`src/rtl/pad_cfg_ctrl_pkg.sv`:
```
`default_nettype none
// ============================================================================
// Module      : pad_cfg_ctrl_pkg
// Description : FSM encoding and settle-time bounds for pad_cfg_ctrl.
// Revision    : 1.0 - initial release
// ============================================================================
package pad_cfg_ctrl_pkg;

  // Legal range of the settle time; the counter below must hold MAX-1.
  localparam int unsigned SETTLE_CYCLES_MIN = 1;
  localparam int unsigned SETTLE_CYCLES_MAX = 15;

  // Width of the settle counter.
  localparam int unsigned CNT_W = 4;

  // Controller states.
  localparam int unsigned STATE_W = 3;
  localparam logic [2:0] ST_IDLE   = 3'd0;
  localparam logic [2:0] ST_BREAK  = 3'd1;
  localparam logic [2:0] ST_SETTLE = 3'd2;
  localparam logic [2:0] ST_APPLY  = 3'd3;
  localparam logic [2:0] ST_ENABLE = 3'd4;

endpackage : pad_cfg_ctrl_pkg
`default_nettype wire

```
`src/rtl/prim_pad_wrapper_pkg.sv`:
```
`default_nettype none
// ============================================================================
// Module      : prim_pad_wrapper_pkg
// Description : Pad attribute type shared by the pad wrappers, the padring
//               and the pad configuration controller.
// Revision    : 1.0 - initial release
// ============================================================================
package prim_pad_wrapper_pkg;

  // Per-pad electrical attributes; LSB first: invert, virt_od_en, pull_en,
  // pull_select, keeper_en, schmitt_en, od_en, input_disable, slew_rate,
  // drive_strength.
  typedef struct packed {
    logic [3:0] drive_strength;
    logic [1:0] slew_rate;
    logic       input_disable;
    logic       od_en;
    logic       schmitt_en;
    logic       keeper_en;
    logic       pull_select;
    logic       pull_en;
    logic       virt_od_en;
    logic       invert;
  } pad_attr_t;

endpackage : prim_pad_wrapper_pkg
`default_nettype wire

```
`src/rtl/pad_cfg_ctrl.sv`:
```
`default_nettype none
// ============================================================================
// Module      : pad_cfg_ctrl
// Description : Break-before-make sequencer for pad configuration changes.
//               Owns the registered out/oe/attr state of every pad; a driving
//               pad is disabled, left to settle, reconfigured and then
//               re-enabled so the bidirectional pads never glitch or fight.
// Revision    : 1.0 - initial release
// ============================================================================
module pad_cfg_ctrl
  import prim_pad_wrapper_pkg::*;
  import pad_cfg_ctrl_pkg::*;
#(
  parameter int unsigned NPads        = 64,
  parameter int unsigned SettleCycles = 4,   // 1..15
  parameter int unsigned IdxW         = $clog2(NPads)
) (
  input  logic                        clk_i,
  input  logic                        rst_i,
  input  logic                        req_valid_i,
  output logic                        req_ready_o,
  input  logic [IdxW-1:0]             req_idx_i,
  input  logic                        req_out_i,
  input  logic                        req_oe_i,
  input  pad_attr_t                   req_attr_i,
  output logic                        done_o,
  output logic                        err_o,
  output logic                        busy_o,
  output logic [NPads-1:0]            pad_out_o,
  output logic [NPads-1:0]            pad_oe_o,
  output pad_attr_t [NPads-1:0]       pad_attr_o
);

  // Pad count widened by one bit so out-of-range indices compare cleanly.
  localparam logic [IdxW:0]      NPADS_EXT   = (IdxW + 1)'(NPads);
  // The counter is loaded with S-1 and leaves SETTLE on zero: S cycles total.
  localparam logic [CNT_W-1:0]   SETTLE_LOAD = CNT_W'(SettleCycles - 1);
  localparam logic [CNT_W-1:0]   CNT_ONE     = CNT_W'(1);

  logic [STATE_W-1:0] state;
  logic [IdxW-1:0]    idx_q;
  logic               out_q;
  logic               oe_q;
  pad_attr_t          attr_q;
  logic [CNT_W-1:0]   cnt;

  logic accept;
  logic idx_ok;

  // Ready is forced low during reset so nothing is accepted while clearing.
  assign req_ready_o = (state == ST_IDLE) && !rst_i;
  assign busy_o      = (state != ST_IDLE);
  assign accept      = req_valid_i && req_ready_o;
  assign idx_ok      = ({1'b0, req_idx_i} < NPADS_EXT);

  // Sequencer: FSM, request latch, settle counter, pad registers and pulses.
  always_ff @(posedge clk_i) begin
    if (rst_i) begin
      state      <= ST_IDLE;
      idx_q      <= '0;
      out_q      <= 1'b0;
      oe_q       <= 1'b0;
      attr_q     <= '0;
      cnt        <= '0;
      done_o     <= 1'b0;
      err_o      <= 1'b0;
      pad_out_o  <= '0;
      pad_oe_o   <= '0;
      pad_attr_o <= '0;
    end else begin
      done_o <= 1'b0;
      err_o  <= 1'b0;
      case (state)
        ST_IDLE: begin
          if (accept) begin
            if (!idx_ok) begin
              // Rejected requests never touch pad state and keep us in IDLE.
              err_o <= 1'b1;
            end else begin
              idx_q  <= req_idx_i;
              out_q  <= req_out_i;
              oe_q   <= req_oe_i;
              attr_q <= req_attr_i;
              // A driving pad always goes through the break, even if the new
              // configuration happens to match the old one.
              state  <= pad_oe_o[req_idx_i] ? ST_BREAK : ST_APPLY;
            end
          end
        end
        ST_BREAK: begin
          pad_oe_o[idx_q] <= 1'b0;
          cnt             <= SETTLE_LOAD;
          state           <= ST_SETTLE;
        end
        ST_SETTLE: begin
          if (cnt == '0) begin
            state <= ST_APPLY;
          end else begin
            cnt <= cnt - CNT_ONE;
          end
        end
        ST_APPLY: begin
          pad_attr_o[idx_q] <= attr_q;
          pad_out_o[idx_q]  <= out_q;
          if (oe_q) begin
            state <= ST_ENABLE;
          end else begin
            done_o <= 1'b1;
            state  <= ST_IDLE;
          end
        end
        ST_ENABLE: begin
          pad_oe_o[idx_q] <= 1'b1;
          done_o          <= 1'b1;
          state           <= ST_IDLE;
        end
        default: begin
          state <= ST_IDLE;
        end
      endcase
    end
  end

endmodule : pad_cfg_ctrl
`default_nettype wire

```
`config.mk`:
```
export PLATFORM = sky130hd
export DESIGN_NAME = pad_cfg_ctrl
export DESIGN_NICKNAME = d
export VERILOG_FILES = /design/src/rtl/pad_cfg_ctrl_pkg.sv /design/src/rtl/prim_pad_wrapper_pkg.sv /design/src/rtl/pad_cfg_ctrl.sv
export SDC_FILE = /design/constraint.sdc
export NUM_CORES = 2
export LEC_CHECK = 0
export ABC_AREA = 1
export BUFFER_PORTS_ARGS = -buffer_cell sky130_fd_sc_hd__buf_2
export CAP_MARGIN = 20
export CORE_AREA = 10 10 399 401
export DETAILED_ROUTE_END_ITERATION = 16
export DIE_AREA = 0 0 409 411
export SYNTH_ARGS = -nofsm -noshare
export SYNTH_HDL_FRONTEND = slang
export SYNTH_SLANG_ARGS = --single-unit
```
`constraint.sdc`:
```
create_clock -name clk_i -period 4.78 [get_ports clk_i]
set_clock_uncertainty 0.1 [all_clocks]
set_input_delay 0.239 -clock clk_i [delete_from_list [all_inputs] [get_ports clk_i]]
set_output_delay 0.239 -clock clk_i [all_outputs]
set_load 0.05 [all_outputs]
```
==> results.cfg <==
[cts]
cts_made_buffers = 112
clkTransAtPathRegs_ns = 0.06
cts_root_buf = clkbuf_16
cts_tree = built
clk_path_buf_depth = 3
htree_levels = 3
cts_hold_buf = 22
post_cts_buffers = 0
cts_resized = 0
insertion_delay_ns = 0.73
numClockSinks = 1054

[global_route]
grt_max_degree = 220
grt_pass1_wl_mm = 245
overflow = 0
first_global_vias = 33100
antenna_found_initial = 7
grt.total_usage = 0.196

[sta]
finalHoldViolations = 0
maxSlewHeadroom = 0.171
setup_viol_count_final = 0
fin_crit_sh = 0.623
fmax_mhz = 336
rsz0062_at_grt = false
finalCriticalPeriod_ns = 2.98
fin_setup_tns_ns = 0
tightest_slew_ns = 1.24
drv_slew = 0

[worst_setup_path]
arrival_ns = 3.45
cp_max_fo = 96
r2r_end = pad_attr_o[707]
rr_worst_depth = 8
r2r_slack_ns = 1.80
cp.required_ns = 5.25
r2r-start = state[0]
critPathLaunchType = register
critPathLaunch = state[0]
critPathCapture = pad_attr_o[707]
criticalPathCategory = reg -> reg
crit_path_end_kind = register

[min_path]
hp-start = req_idx_i[0]
hold_class = in -> reg

[synth]
postSynthCellCount = 4424
syn_area_per_cell_um2 = 8.30
yosys.area.top_type = dfxtp_1
ys.flop_type = dfxtp_1
synth_area_leaders = dfxtp_1 (57%), a21oi_1 (14%), o21ai_0 (9.7%), nand2_1 (6.3%), nand3_1 (4.5%)
synth.top_cell.area_share = 0.575
synth_nets = 4451
yosysWarnings = 0
ys_seq_area_frac = 0.575
synth_area_um2 = 36700
ys_ff_latch = 1054
ys_types = 21
async_reset_ff_frac = 0
synth_edf_count = 0

[power]
power_mw = 20.2
vdd_drop_max_uv = 300
power.leakage_nw = 20.7
p_per_area_nw_per_um2 = 424

[drt]
vias = 35800
drc_errors = 0
wirelength_mm = 177
ant_nets = 0
wire_per_inst_um = 24.0
vias_per_cell = 4.85
drt_iter0_markers = 3325
drt_first_pass_iters = 5

[die]
design.core.area_um2 = 151000
die_y_um = 411
io_pins = 1053
initial_core_util = 0.243
dieArea_um2 = 168000
die_x_um = 409
rows = 143

[finish]
layout_commonest_cell = dfxtp_1
final_cell_mix = dfxtp_1 (1054), a21oi_1 (1051), buf_2 (1050)
syn_to_final_growth_pct = 29.6
nets = 5268
drive_gt1_frac = 0.256

[run_status]
status = complete, no violations

[place]
globalplace.congestion = 0.811
place.detailed.hpwl_mm = 122
io_buffers = 1051

[run]
maxCapViolCount = 0
-- power breakdown --
part	switching [mW]	leakage, nW	internal, mW	total (mW)
sequential	0.0609	8.49	8.87	8.93
combinational	1.79	10.3	0.301	2.10
clock	3.90	1.90	5.26	9.16
-- cell families after synthesis --
| logic type | synth area share |
|---|---|
| AOI/OAI and AO/OA | 0.241 |
| adders and majority gates | 0.000681 |
| buffers and inverters | 0.0636 |
| DFF | 0.575 |
| other | 0.000102 |
| and+or+nand+nor | 0.120 |
-- routing by layer --
metal	share of wire	global-route usage
met5	0.000062	0
met4	0.060	0.110
met3	0.090	0.0603
met2	0.46	0.312
met1	0.39	0.233
-- cells in the mapped netlist, types with 2 or more instances --
library cell  instances
buf_4                 2
nor2_2               18
ha_1                  2
dfxtp_1            1054
buf_1                 9
inv_2                33
buf_2               177
nor2_1               54
nand2_1             617
a21oi_1            1051
nor3_1               18
clkbuf_1            258
inv_1                82
nand3_1             329
o21ai_0             713
nor3_4                2
-- sequential cells by signal, indices dropped and copies added (netlist names), named ones only --
signal / flops
cnt: 4
oe_q: 1
state: 3
out_q: 1
idx_q: 6
pad_attr_o: 896
done_o: 1
pad_out_o: 64
attr_q: 14
-- critical path, cell delays in order, from the launching register on --
cell and delay [ns]:
dfxtp_1 0.37, nand2_1 0.14, nor2_4 0.48, buf_16 0.23
buf_12 0.37, buf_4 0.41, nand2_1 0.40, nand2_1 0.17
a21oi_1 0.09
-- stage by stage --
step	hold slack, ns	util	area [µm²]	std cells	setup slack (ns)
4_1_cts	0.136	0.314	47400	7360	1.48
3_3_place_gp	0.345	0.286	43200	7125	1.59
2_1_floorplan	0.332	-	36700	4424	2.16
3_5_place_dp	0.339	0.287	43300	7129	1.47
6_report	0.204	0.315	47600	7371	1.80
5_1_grt	0.218	0.315	47600	7366	1.54
-- final cells by class --
class | count | area [µm²]
Multi-Input combinational cell | 2809 | 13300
Clock buffer | 160 | 3210
Antenna cell | 5 | 12.5
Inverter | 115 | 457
Clock inverter | 49 | 632
Tap cell | 2030 | 2540
Timing Repair Buffer | 1149 | 6330
Fill cell | 16000 | 104000
Sequential cell | 1054 | 21100
-- worst min path at each step --
stage | endpoint | cells past startpoint | slack (ns)
floorplan | oe_q | 2 | 0.33
global placement | pad_attr_o[821] | 2 | 0.34
detailed placement | pad_out_o[54] | 2 | 0.34
CTS | idx_q[0] | 3 | 0.14
global route | idx_q[0] | 3 | 0.22
finish | idx_q[0] | 3 | 0.20
Power figures use the tool's default switching activity.
